<file path="config.mk">
export PLATFORM = sky130hd
export DESIGN_NAME = io_timer_responder
export DESIGN_NICKNAME = d
export VERILOG_FILES = /design/src/rtl/io_map_pkg.sv /design/src/rtl/timer_prescaler.sv /design/src/rtl/io_timer_responder.sv
export SDC_FILE = /design/constraint.sdc
export NUM_CORES = 1
export LEC_CHECK = 0
export ABC_AREA = 1
export ABC_CLOCK_PERIOD_IN_PS = 1700
export CAP_MARGIN = 20
export CORE_MARGIN = 2
export CORE_UTILIZATION = 35
export DETAILED_ROUTE_END_ITERATION = 10
export GPL_TIMING_DRIVEN = 0
export HOLD_SLACK_MARGIN = 0.12
export SKIP_LAST_GASP = 1
export SLEW_MARGIN = 30
export SYNTH_ARGS = -nofsm -noshare
export SYNTH_HDL_FRONTEND = slang
export SYNTH_SLANG_ARGS = --single-unit
</file>
<file path="constraint.sdc">
create_clock -name clk -period 1.7 [get_ports clk]
set_clock_uncertainty 0.1 [all_clocks]
set_input_delay 0.34 -clock clk [delete_from_list [all_inputs] [get_ports clk]]
set_output_delay 0.34 -clock clk [all_outputs]
set_load 0.01 [all_outputs]
</file>
<file path="src/rtl/io_map_pkg.sv">
// Shared I/O map for the timer responder: base address, register offsets and CTRL bit positions.
// Also holds the address-window helpers used by the bus decode.
package io_map_pkg;

    localparam logic [15:0] IO_TIMER_BASE = 16'h1000;

    localparam logic [2:0] OFF_CTRL  = 3'd0;
    localparam logic [2:0] OFF_PRESC = 3'd1;
    localparam logic [2:0] OFF_CMP_L = 3'd2;
    localparam logic [2:0] OFF_CMP_H = 3'd3;
    localparam logic [2:0] OFF_CNT_L = 3'd4;
    localparam logic [2:0] OFF_CNT_H = 3'd5;
    localparam logic [2:0] OFF_STAT  = 3'd6;
    localparam logic [2:0] OFF_RSVD  = 3'd7;

    localparam int CTRL_EN      = 0;
    localparam int CTRL_IRQ_EN  = 1;
    localparam int CTRL_AUTOCLR = 2;
    localparam int CTRL_ONESHOT = 3;

    // True when addr falls in the 8-byte window starting at base.
    function automatic logic in_block(input logic [15:0] addr, input logic [15:0] base);
        logic [15:0] off;
        off = addr - base;
        return (off < 16'd8);
    endfunction

    // Register offset of addr within the window starting at base.
    function automatic logic [2:0] reg_offset(input logic [15:0] addr, input logic [15:0] base);
        logic [15:0] off;
        off = addr - base;
        return off[2:0];
    endfunction

endpackage

</file>
<file path="src/rtl/timer_prescaler.sv">
// Clock prescaler: counts 0..div while enabled and pulses tick on the terminal count.
// clr restarts the count from 0; en low freezes it.
module timer_prescaler (
    input  logic       clk,
    input  logic       rst_n,
    input  logic       en,
    input  logic       clr,
    input  logic [7:0] div,
    output logic       tick
);

    logic [7:0] presc_cnt_r;
    logic       at_top_s;

    assign at_top_s = (presc_cnt_r == div);
    assign tick     = en && at_top_s;

    // Prescale counter with synchronous reset and bus-triggered restart.
    always_ff @(posedge clk) begin
        if (!rst_n) begin
            presc_cnt_r <= 8'd0;
        end else if (clr) begin
            presc_cnt_r <= 8'd0;
        end else if (en) begin
            presc_cnt_r <= at_top_s ? 8'd0 : presc_cnt_r + 8'd1;
        end else begin
            presc_cnt_r <= presc_cnt_r;
        end
    end

endmodule

</file>
<file path="src/rtl/io_timer_responder.sv">
// Memory-mapped 16-bit timer responder: prescaler, counter, compare and match flag/irq.
// Reads are registered (1-cycle latency); CNT_H returns the high byte captured by the last CNT_L read.
module io_timer_responder
    import io_map_pkg::*;
#(
    parameter logic [15:0] BASE_ADDR = IO_TIMER_BASE,
    parameter logic [15:0] RST_CMP   = 16'hFFFF
) (
    input  logic        clk,
    input  logic        rst_n,
    input  logic [7:0]  din,
    input  logic [15:0] w_addr,
    input  logic        w_en,
    input  logic [15:0] r_addr,
    input  logic        r_en,
    output logic [7:0]  dout,
    output logic        hit,
    output logic        irq,
    input  logic        irq_ack
);

    logic [3:0]  ctrl_r;
    logic [7:0]  presc_r;
    logic [15:0] cmp_r;
    logic [15:0] cnt_r;
    logic [7:0]  cnt_shadow_r;
    logic        flag_r;
    logic [7:0]  dout_r;
    logic        hit_r;

    logic        w_in_s;
    logic [2:0]  w_off_s;
    logic        r_in_s;
    logic [2:0]  r_off_s;
    logic        wr_ctrl_s, wr_presc_s, wr_cmp_l_s, wr_cmp_h_s;
    logic        wr_cnt_l_s, wr_cnt_h_s, wr_stat_s;
    logic        tick_s;
    logic        match_s;
    logic [7:0]  rd_data_s;

    assign w_in_s  = w_en && in_block(w_addr, BASE_ADDR);
    assign w_off_s = reg_offset(w_addr, BASE_ADDR);
    assign r_in_s  = r_en && in_block(r_addr, BASE_ADDR);
    assign r_off_s = reg_offset(r_addr, BASE_ADDR);
    assign match_s = (cnt_r == cmp_r);

    // Write strobe decode, one strobe per register.
    always_comb begin
        wr_ctrl_s  = 1'b0;
        wr_presc_s = 1'b0;
        wr_cmp_l_s = 1'b0;
        wr_cmp_h_s = 1'b0;
        wr_cnt_l_s = 1'b0;
        wr_cnt_h_s = 1'b0;
        wr_stat_s  = 1'b0;
        if (w_in_s) begin
            case (w_off_s)
                OFF_CTRL:  wr_ctrl_s  = 1'b1;
                OFF_PRESC: wr_presc_s = 1'b1;
                OFF_CMP_L: wr_cmp_l_s = 1'b1;
                OFF_CMP_H: wr_cmp_h_s = 1'b1;
                OFF_CNT_L: wr_cnt_l_s = 1'b1;
                OFF_CNT_H: wr_cnt_h_s = 1'b1;
                OFF_STAT:  wr_stat_s  = 1'b1;
                default:   wr_stat_s  = 1'b0;
            endcase
        end else begin
            wr_stat_s = 1'b0;
        end
    end

    // Read data mux; uses pre-write register values so a same-cycle write is not visible.
    always_comb begin
        rd_data_s = 8'd0;
        case (r_off_s)
            OFF_CTRL:  rd_data_s = {4'd0, ctrl_r};
            OFF_PRESC: rd_data_s = presc_r;
            OFF_CMP_L: rd_data_s = cmp_r[7:0];
            OFF_CMP_H: rd_data_s = cmp_r[15:8];
            OFF_CNT_L: rd_data_s = cnt_r[7:0];
            OFF_CNT_H: rd_data_s = cnt_shadow_r;
            OFF_STAT:  rd_data_s = {7'd0, flag_r};
            default:   rd_data_s = 8'd0;
        endcase
    end

    timer_prescaler u_prescaler (
        .clk   (clk),
        .rst_n (rst_n),
        .en    (ctrl_r[CTRL_EN]),
        .clr   (wr_ctrl_s || wr_presc_s),
        .div   (presc_r),
        .tick  (tick_s)
    );

    // Register file, counter, match flag and registered read port.
    always_ff @(posedge clk) begin
        if (!rst_n) begin
            ctrl_r       <= 4'd0;
            presc_r      <= 8'd0;
            cmp_r        <= RST_CMP;
            cnt_r        <= 16'd0;
            cnt_shadow_r <= 8'd0;
            flag_r       <= 1'b0;
            dout_r       <= 8'd0;
            hit_r        <= 1'b0;
        end else begin
            // A bus write to CTRL overrides the one-shot auto-disable.
            if (wr_ctrl_s) begin
                ctrl_r <= din[3:0];
            end else if (tick_s && match_s && ctrl_r[CTRL_ONESHOT]) begin
                ctrl_r[CTRL_EN] <= 1'b0;
            end else begin
                ctrl_r <= ctrl_r;
            end

            if (wr_presc_s) presc_r <= din;
            else            presc_r <= presc_r;

            if (wr_cmp_l_s)      cmp_r[7:0]  <= din;
            else if (wr_cmp_h_s) cmp_r[15:8] <= din;
            else                 cmp_r       <= cmp_r;

            // A bus byte write suppresses the increment entirely.
            if (wr_cnt_l_s) begin
                cnt_r[7:0] <= din;
            end else if (wr_cnt_h_s) begin
                cnt_r[15:8] <= din;
            end else if (tick_s) begin
                cnt_r <= (match_s && ctrl_r[CTRL_AUTOCLR]) ? 16'd0 : cnt_r + 16'd1;
            end else begin
                cnt_r <= cnt_r;
            end

            if (tick_s && match_s) begin
                flag_r <= 1'b1;
            end else if (irq_ack || (wr_stat_s && din[0])) begin
                flag_r <= 1'b0;
            end else begin
                flag_r <= flag_r;
            end

            if (r_in_s) begin
                dout_r <= rd_data_s;
                hit_r  <= 1'b1;
                if (r_off_s == OFF_CNT_L) cnt_shadow_r <= cnt_r[15:8];
                else                      cnt_shadow_r <= cnt_shadow_r;
            end else begin
                dout_r <= 8'd0;
                hit_r  <= 1'b0;
            end
        end
    end

    assign dout = dout_r;
    assign hit  = hit_r;
    assign irq  = flag_r && ctrl_r[CTRL_IRQ_EN];

endmodule

</file>
== After elaboration in Yosys (flattened, before gate mapping) ==
Index checks and enable logic that the tools add are counted.

* Register bits: 70
* Logic and storage cells: 84

* Add/subtract/negate cells: 4
* Order comparisons: 2
* Equality and inequality tests: 15
* Mux-type cells: 26
* Bitwise gates (word level): 3
* Reductions and logical operators: 22

{| class="wikitable"
|+ Operator list
! cell !! number
|-
| 8-bit one-hot mux with 7 select lines || 1
|-
| 16-bit by 4-bit < comparator with 1-bit output (second input constant) || 2
|-
| 16-bit 2-to-1 mux || 2
|-
| 8-bit 2-to-1 mux || 4
|-
| 16-bit by 13-bit subtractor with 16-bit output (second input constant) || 2
|-
| 1-bit 2-to-1 mux || 19
|-
| 3-bit equality test (second input constant) || 6
|-
| 16-bit by 1-bit adder with 16-bit output (second input constant) || 1
|-
| 16-bit equality test || 1
|-
| 3-bit by 2-bit equality test with 1-bit output (second input constant) || 4
|-
| 2-bit AND reduction || 5
|-
| 8-bit by 1-bit adder with 8-bit output (second input constant) || 1
|-
| 8-bit equality test || 1
|-
| 1-bit logical AND || 8
|-
| 2-bit nonzero test || 4
|-
| 3-bit by 1-bit equality test with 1-bit output (second input constant) || 2
|-
| 3-bit logical NOT || 2
|-
| 1-bit NOT || 3
|-
| 1-bit logical OR || 2
|-
| 2-bit inequality test (second input constant) || 1
|-
| 2-bit OR reduction || 1
|}

== Longest topological paths before layout ==
* Word-level depth: 8
* Depth in mapped cells: 13
* Depth with buffers taken out: 11

== Hierarchy ==
A second synthesis with hierarchy kept.

* Cells, all modules: 617
* Area, all modules: 4141.5 sq um

{| class="wikitable"
|+ By module, submodules not included
! module !! instances !! cells each !! area an instance (sq um)
|-
| io_timer_responder || 1 || 539 || 3628.5
|-
| timer_prescaler || 1 || 78 || 513.0
|}

== Least setup slack after synthesis ==
OpenSTA, ideal clock, no wires.

* Kind: in2reg
* From: input port w_addr[9]
* To: register cmp_r[15]
* Setup time: 0.142 ns
* Arrival time: 1.372 ns
* Required time: 1.458 ns
* Slack: 0.086 ns
* Stages: 9
* Path through: nor2_1 -> nand2_1 -> nor3_4 -> nand2_4 -> nor2_8 -> nand3_4 -> buf_6 -> nand2_1 -> o211ai_2

* Longest elaborated chain between the ends: 6
* Elaborated cells on any way between the ends: 7

{| class="wikitable"
|+ RTL lines
! what !! RTL line !! RTL
|-
| from (decl) || io_timer_responder.sv:12 || <nowiki>input logic [15:0] w_addr,</nowiki>
|-
| 16-bit by 13-bit subtractor with 16-bit output (*) || n/a ||
|-
| 16-bit by 4-bit < comparator with 1-bit output (*) || io_map_pkg.sv:25 || <nowiki>return (off < 16'd8);</nowiki>
|-
| 1-bit logical AND (*) || io_timer_responder.sv:41 || <nowiki>assign w_in_s = w_en && in_block(w_addr, BASE_ADDR);</nowiki>
|-
| 1-bit 2-to-1 mux || io_timer_responder.sv:56 || <nowiki>if (w_in_s) begin</nowiki>
|-
| 1-bit NOT (no line) || n/a ||
|-
| 2-bit AND reduction (no line) (*) || n/a ||
|-
| to (signal assigned) || io_timer_responder.sv:121 || <nowiki>else if (wr_cmp_h_s) cmp_r[15:8] <= din;</nowiki>
|-
| to (signal assigned) || io_timer_responder.sv:122 || <nowiki>else cmp_r <= cmp_r;</nowiki>
|-
| to (decl) || io_timer_responder.sv:24 || <nowiki>logic [15:0] cmp_r;</nowiki>
|}

Mark *: on every way between the ends. The rest lies on a longest branch, timed or not.
A chain may end at the register's enable or synchronous reset.

== Final worst setup path ==
* From: register u_prescaler.presc_cnt_r[3]
* To: register cnt_r[7]

* Longest elaborated chain between the ends: 4

{| class="wikitable"
|+ RTL lines
! what !! RTL line !! RTL
|-
| from (decl) || timer_prescaler.sv:12 || <nowiki>logic [7:0] presc_cnt_r;</nowiki>
|-
| from (signal assigned) || timer_prescaler.sv:25 || <nowiki>presc_cnt_r <= at_top_s ? 8'd0 : presc_cnt_r + 8'd1;</nowiki>
|-
| from (signal assigned) || timer_prescaler.sv:27 || <nowiki>presc_cnt_r <= presc_cnt_r;</nowiki>
|-
| 8-bit equality test || timer_prescaler.sv:15 || <nowiki>assign at_top_s = (presc_cnt_r == div);</nowiki>
|-
| 1-bit logical AND || timer_prescaler.sv:16 || <nowiki>assign tick = en && at_top_s;</nowiki>
|-
| 2-bit nonzero test (no line) || n/a ||
|-
| 2-bit AND reduction (no line) || n/a ||
|-
| to (signal assigned) || io_timer_responder.sv:126 || <nowiki>cnt_r[7:0] <= din;</nowiki>
|-
| to (signal assigned) || io_timer_responder.sv:130 || <nowiki>cnt_r <= (match_s && ctrl_r[CTRL_AUTOCLR]) ? 16'd0 : cnt_r + 16'd1;</nowiki>
|-
| to (signal assigned) || io_timer_responder.sv:132 || <nowiki>cnt_r <= cnt_r;</nowiki>
|-
| to (decl) || io_timer_responder.sv:25 || <nowiki>logic [15:0] cnt_r;</nowiki>
|}

Every way passes these cells.

==> metrics.md <==
| Metric | Value |
|---|---|
| Outcome | completed |
| Floorplan core area | 12,000 um^2 |
| Layout cells sized above 1 | 0.311 |
| CTS tree | done |
| Max-cap violations | 0 |
| Residual DRC | 0 |
| Mean post-synth cell area | 6.74 um^2 |
| First-pass GRT wire length | 22,000 um |
| Distinct cells, synth | 42 |
| CP top delay family | simple AND/OR/NAND/NOR gates |
| Ys async rst share | 0 |
| Commonest cells post-synth | nand2_1, inv_1, dfxtp_1, nor2_1, a21oi_1 |
| CP max-delay cell | dfxtp_4 |
| Crit Path Category | flop to flop |
| Pwr/cell area | 651 nW/um^2 |
| Met3 Resource Use GR | 0.0322 |
| Data arrival, critical path | 1.83 ns |
| Die height | 115 um |
| Syn_nets | 685 |
| Gr usage total | 0.216 |
| Ys flop type | dfxtp_1 |
| Final HPWL DP | 10,700 um |
| Worst Tran Pin Value | 0.552 ns |
| Worst IR drop on VDD | 0.468 mV |
| Fmax | 598 MHz |
| Clock latency on the worst-skew pair | 0.34 ns |
| Via count | 4,569 |
| Area share of the largest cell type after synthesis | 0.326 |
| Cell taking the most area after synthesis | dfxtp_1 |
| Routed Antenna Nets | 0 |
| CP Max Fanout | 10 |
| Max-slew violation count | 0 |
| Global routing's busiest layer | met2 |
| Area delta synth->final | 42.3% |
| Via density | 5.12 |
| Die ar. | 13,200 um^2 |
| #FFs+latches synth | 70 |
| Final Wtd Congestion | 0.922 |
| GR Layer Usage met2 | 0.377 |
| Leakage | 2.86 nW |
| Crit end category | flop |
| Initial antenna violation count | 0 |
| Hold/Removal Path Class | input pin to flop |
| Diodes inserted | 0 |
| Ports | 55 |
| CP max stage delay | 0.36 ns |
| Cell Area, Placed | 5010 um^2 |
| Critical Path Most Common Cell | nand2_1 |
| WHS | 0.282 ns |
| CTS Buf Count | 9 |
| Met1 Use GR | 0.280 |
| Clk buf depth | 2 |
| Worst path cell trace | xnor2_1 > nand2_1 > nor2_4 > nand3_4 > nand2_4 > nand2_4 > buf_12 > nand2_1 > nand2_1 > a21oi_2 |
| Reg2reg setup slack | 0.03 ns |
| Clk pin slew, worst setup/hold paths | 0.06 ns |
| Worst Path Buf+Inv | 1 |
| WL/cell | 16.1 um |
| IO Port Bufs | 53 |
| Seq/Total Area, Yosys | 0.326 |
| Clock Sinks | 70 |
| Crit path launch type | flop |
| Pre-antenna DRT Iters | 5 |
| Congestion Overflow GR | 0 |
| DRT Wirelength | 14,400 um |
| Final Util | 0.509 |
| Most frequent cell after synthesis | nand2_1 |
| Vias in the first global route | 4,354 |
| Core Rows | 40 |
| CTS Hold Bufs | 0 |
| RSZ-0062 raised after global routing | true |
| Final setup fails | 0 |
| Max_slew headroom | 0.632 |
| Post-Layout Inst Area | 6120 um^2 |
| Post-synth EDFFs | 0 |
| Clock root buffer | clkbuf_16 |
| Die span in x | 115 um |
| Post-Syn Area | 4300 um^2 |
| Iter 0 DRT Violations | 254 |
| Hold Fails Final Rpt | 0 |
| Layout Nets | 787 |
| Pin count of the biggest net entering global routing | 14 |
| Initial core utilization | 0.358 |
| Synth warnings | 0 |
| Synth top area cells | dfxtp_1, nand2_1, inv_1, a21oi_1, nor2_1 |
| FILL cells | 1,186 |
| Final min period | 1.67 ns |
| Syn Inst Count | 638 |
| Fin crit share | 0.983 |
| CP required | 1.86 ns |
| H-tree Lvls | 3 |
## report_power, final
group / internal [mW] / switching, mW
Clock: 1.30 / 0.768
Combinational: 0.121 / 0.179
Sequential: 1.62 / 0.0000265
Total: 3.03 / 0.947
## cells in the final DEF (no fill, tap or decap), drive strengths merged, types with 2 or more instances in the layout
cell / synthesis / routed
a21oi: 57 / 57
a31oi: 2 / 2
buf: 10 / 46
bufinv: 0 / 2
clkbuf: 6 / 19
clkdlybuf4s15: 0 / 2
clkdlybuf4s50: 0 / 29
clkinv: 0 / 3
dfxtp: 70 / 70
dlygate4sd2: 0 / 11
dlymetal6s2s: 0 / 9
ha: 2 / 2
inv: 101 / 102
nand2: 163 / 164
nand3: 38 / 38
nand3b: 6 / 6
nand4: 24 / 24
nor2: 71 / 71
nor3: 11 / 11
nor3b: 2 / 2
nor4: 2 / 2
o211ai: 15 / 15
o21a: 2 / 2
o21ai: 23 / 23
o22ai: 11 / 11
or2: 3 / 3
xnor2: 7 / 7
xor2: 8 / 8
## state kept, by name (all words and copies together), names as in the netlist
register and cells:
cmp_r 16, cnt_r 16, cnt_shadow_r 8, ctrl_r 4, dout 8, flag_r 1, hit 1, presc_r 8
u_prescaler.presc_cnt_r 8
## area by class of cell
class | instances | area [um^2] | share of cell area
inverters | 101 | 384 | 0.0628
well taps | 147 | 184 | 0.0301
clock inverters | 6 | 95.1 | 0.0155
plain buffers | 16 | 159 | 0.0260
repair buffers | 90 | 860 | 0.141
flip-flops and latches | 70 | 1480 | 0.242
multi-input cells | 452 | 2720 | 0.445
clock buffers | 10 | 229 | 0.0374
## cell families (layout without fill, tap and decap cells)
family	Yosys count	in the layout	share of synthesized area
adders and majority gates	2	2	0.00582
buffers and inverters	117	223	0.116
DFF	70	70	0.326
and+or+nand+nor	322	323	0.360
xor gates and xnor gates	15	15	0.0306
AOI/OAI and AO/OA	112	112	0.162
## stage by stage
| stage | setup TNS [ns] | std cells | setup WS, ns | total power [mW] |
|---|---|---|---|---|
| detailed placement | -36.17 | 838 | -0.676 | 1.96 |
| global route | -0.432 | 892 | -0.0507 | 4.10 |
| floorplan | 0 | 638 | 0.0855 | 1.79 |
| CTS | -0.442 | 868 | -0.0686 | 3.99 |
| global placement | -34.37 | 838 | -0.682 | 1.95 |
| finish | 0 | 892 | 0.0283 | 3.98 |
## worst paths after layout
kind / end / start / depth (start not counted)
worst min-delay path: ctrl_r[0]$_SDFFE_PN0P_ / w_addr[2] / 4
worst max register to register: cnt_r[7]$_SDFFE_PN0P_ / u_prescaler.presc_cnt_r[3]$_SDFFE_PP0P_ / 10
worst min register to register: cnt_shadow_r[2]$_SDFFE_PN0P_ / cnt_shadow_r[2]$_SDFFE_PN0P_ / 2
worst max-delay path: cnt_r[7]$_SDFFE_PN0P_ / u_prescaler.presc_cnt_r[3]$_SDFFE_PP0P_ / 10
## metal layers
layer | wire length, um | up-vias
li1 | - | 2281
met1 | 6400 | 2135
met2 | 7100 | 132
met3 | 632 | 21
met4 | 259 | 0
met5 | 0 | -
## what timing repair did
| action | CTS | global route |
|---|---|---|
| gates resized for setup | 77 | 135 |
| pin swaps | 18 | 39 |
| setup buffers | 11 | 23 |
| cloned | 3 | 1 |
| endpoints found under the setup margin | 69 | 61 |
## tightest hold or removal path: cells and delay by family
| family | cells | cell delay (ns) |
|---|---|---|
| buffers and inverters | 1 | 0.14 |
| and+or+nand+nor | 2 | 0.14 |
| AOI/OAI and AO/OA | 1 | 0.05 |
Power figures use the tool's default switching activity.
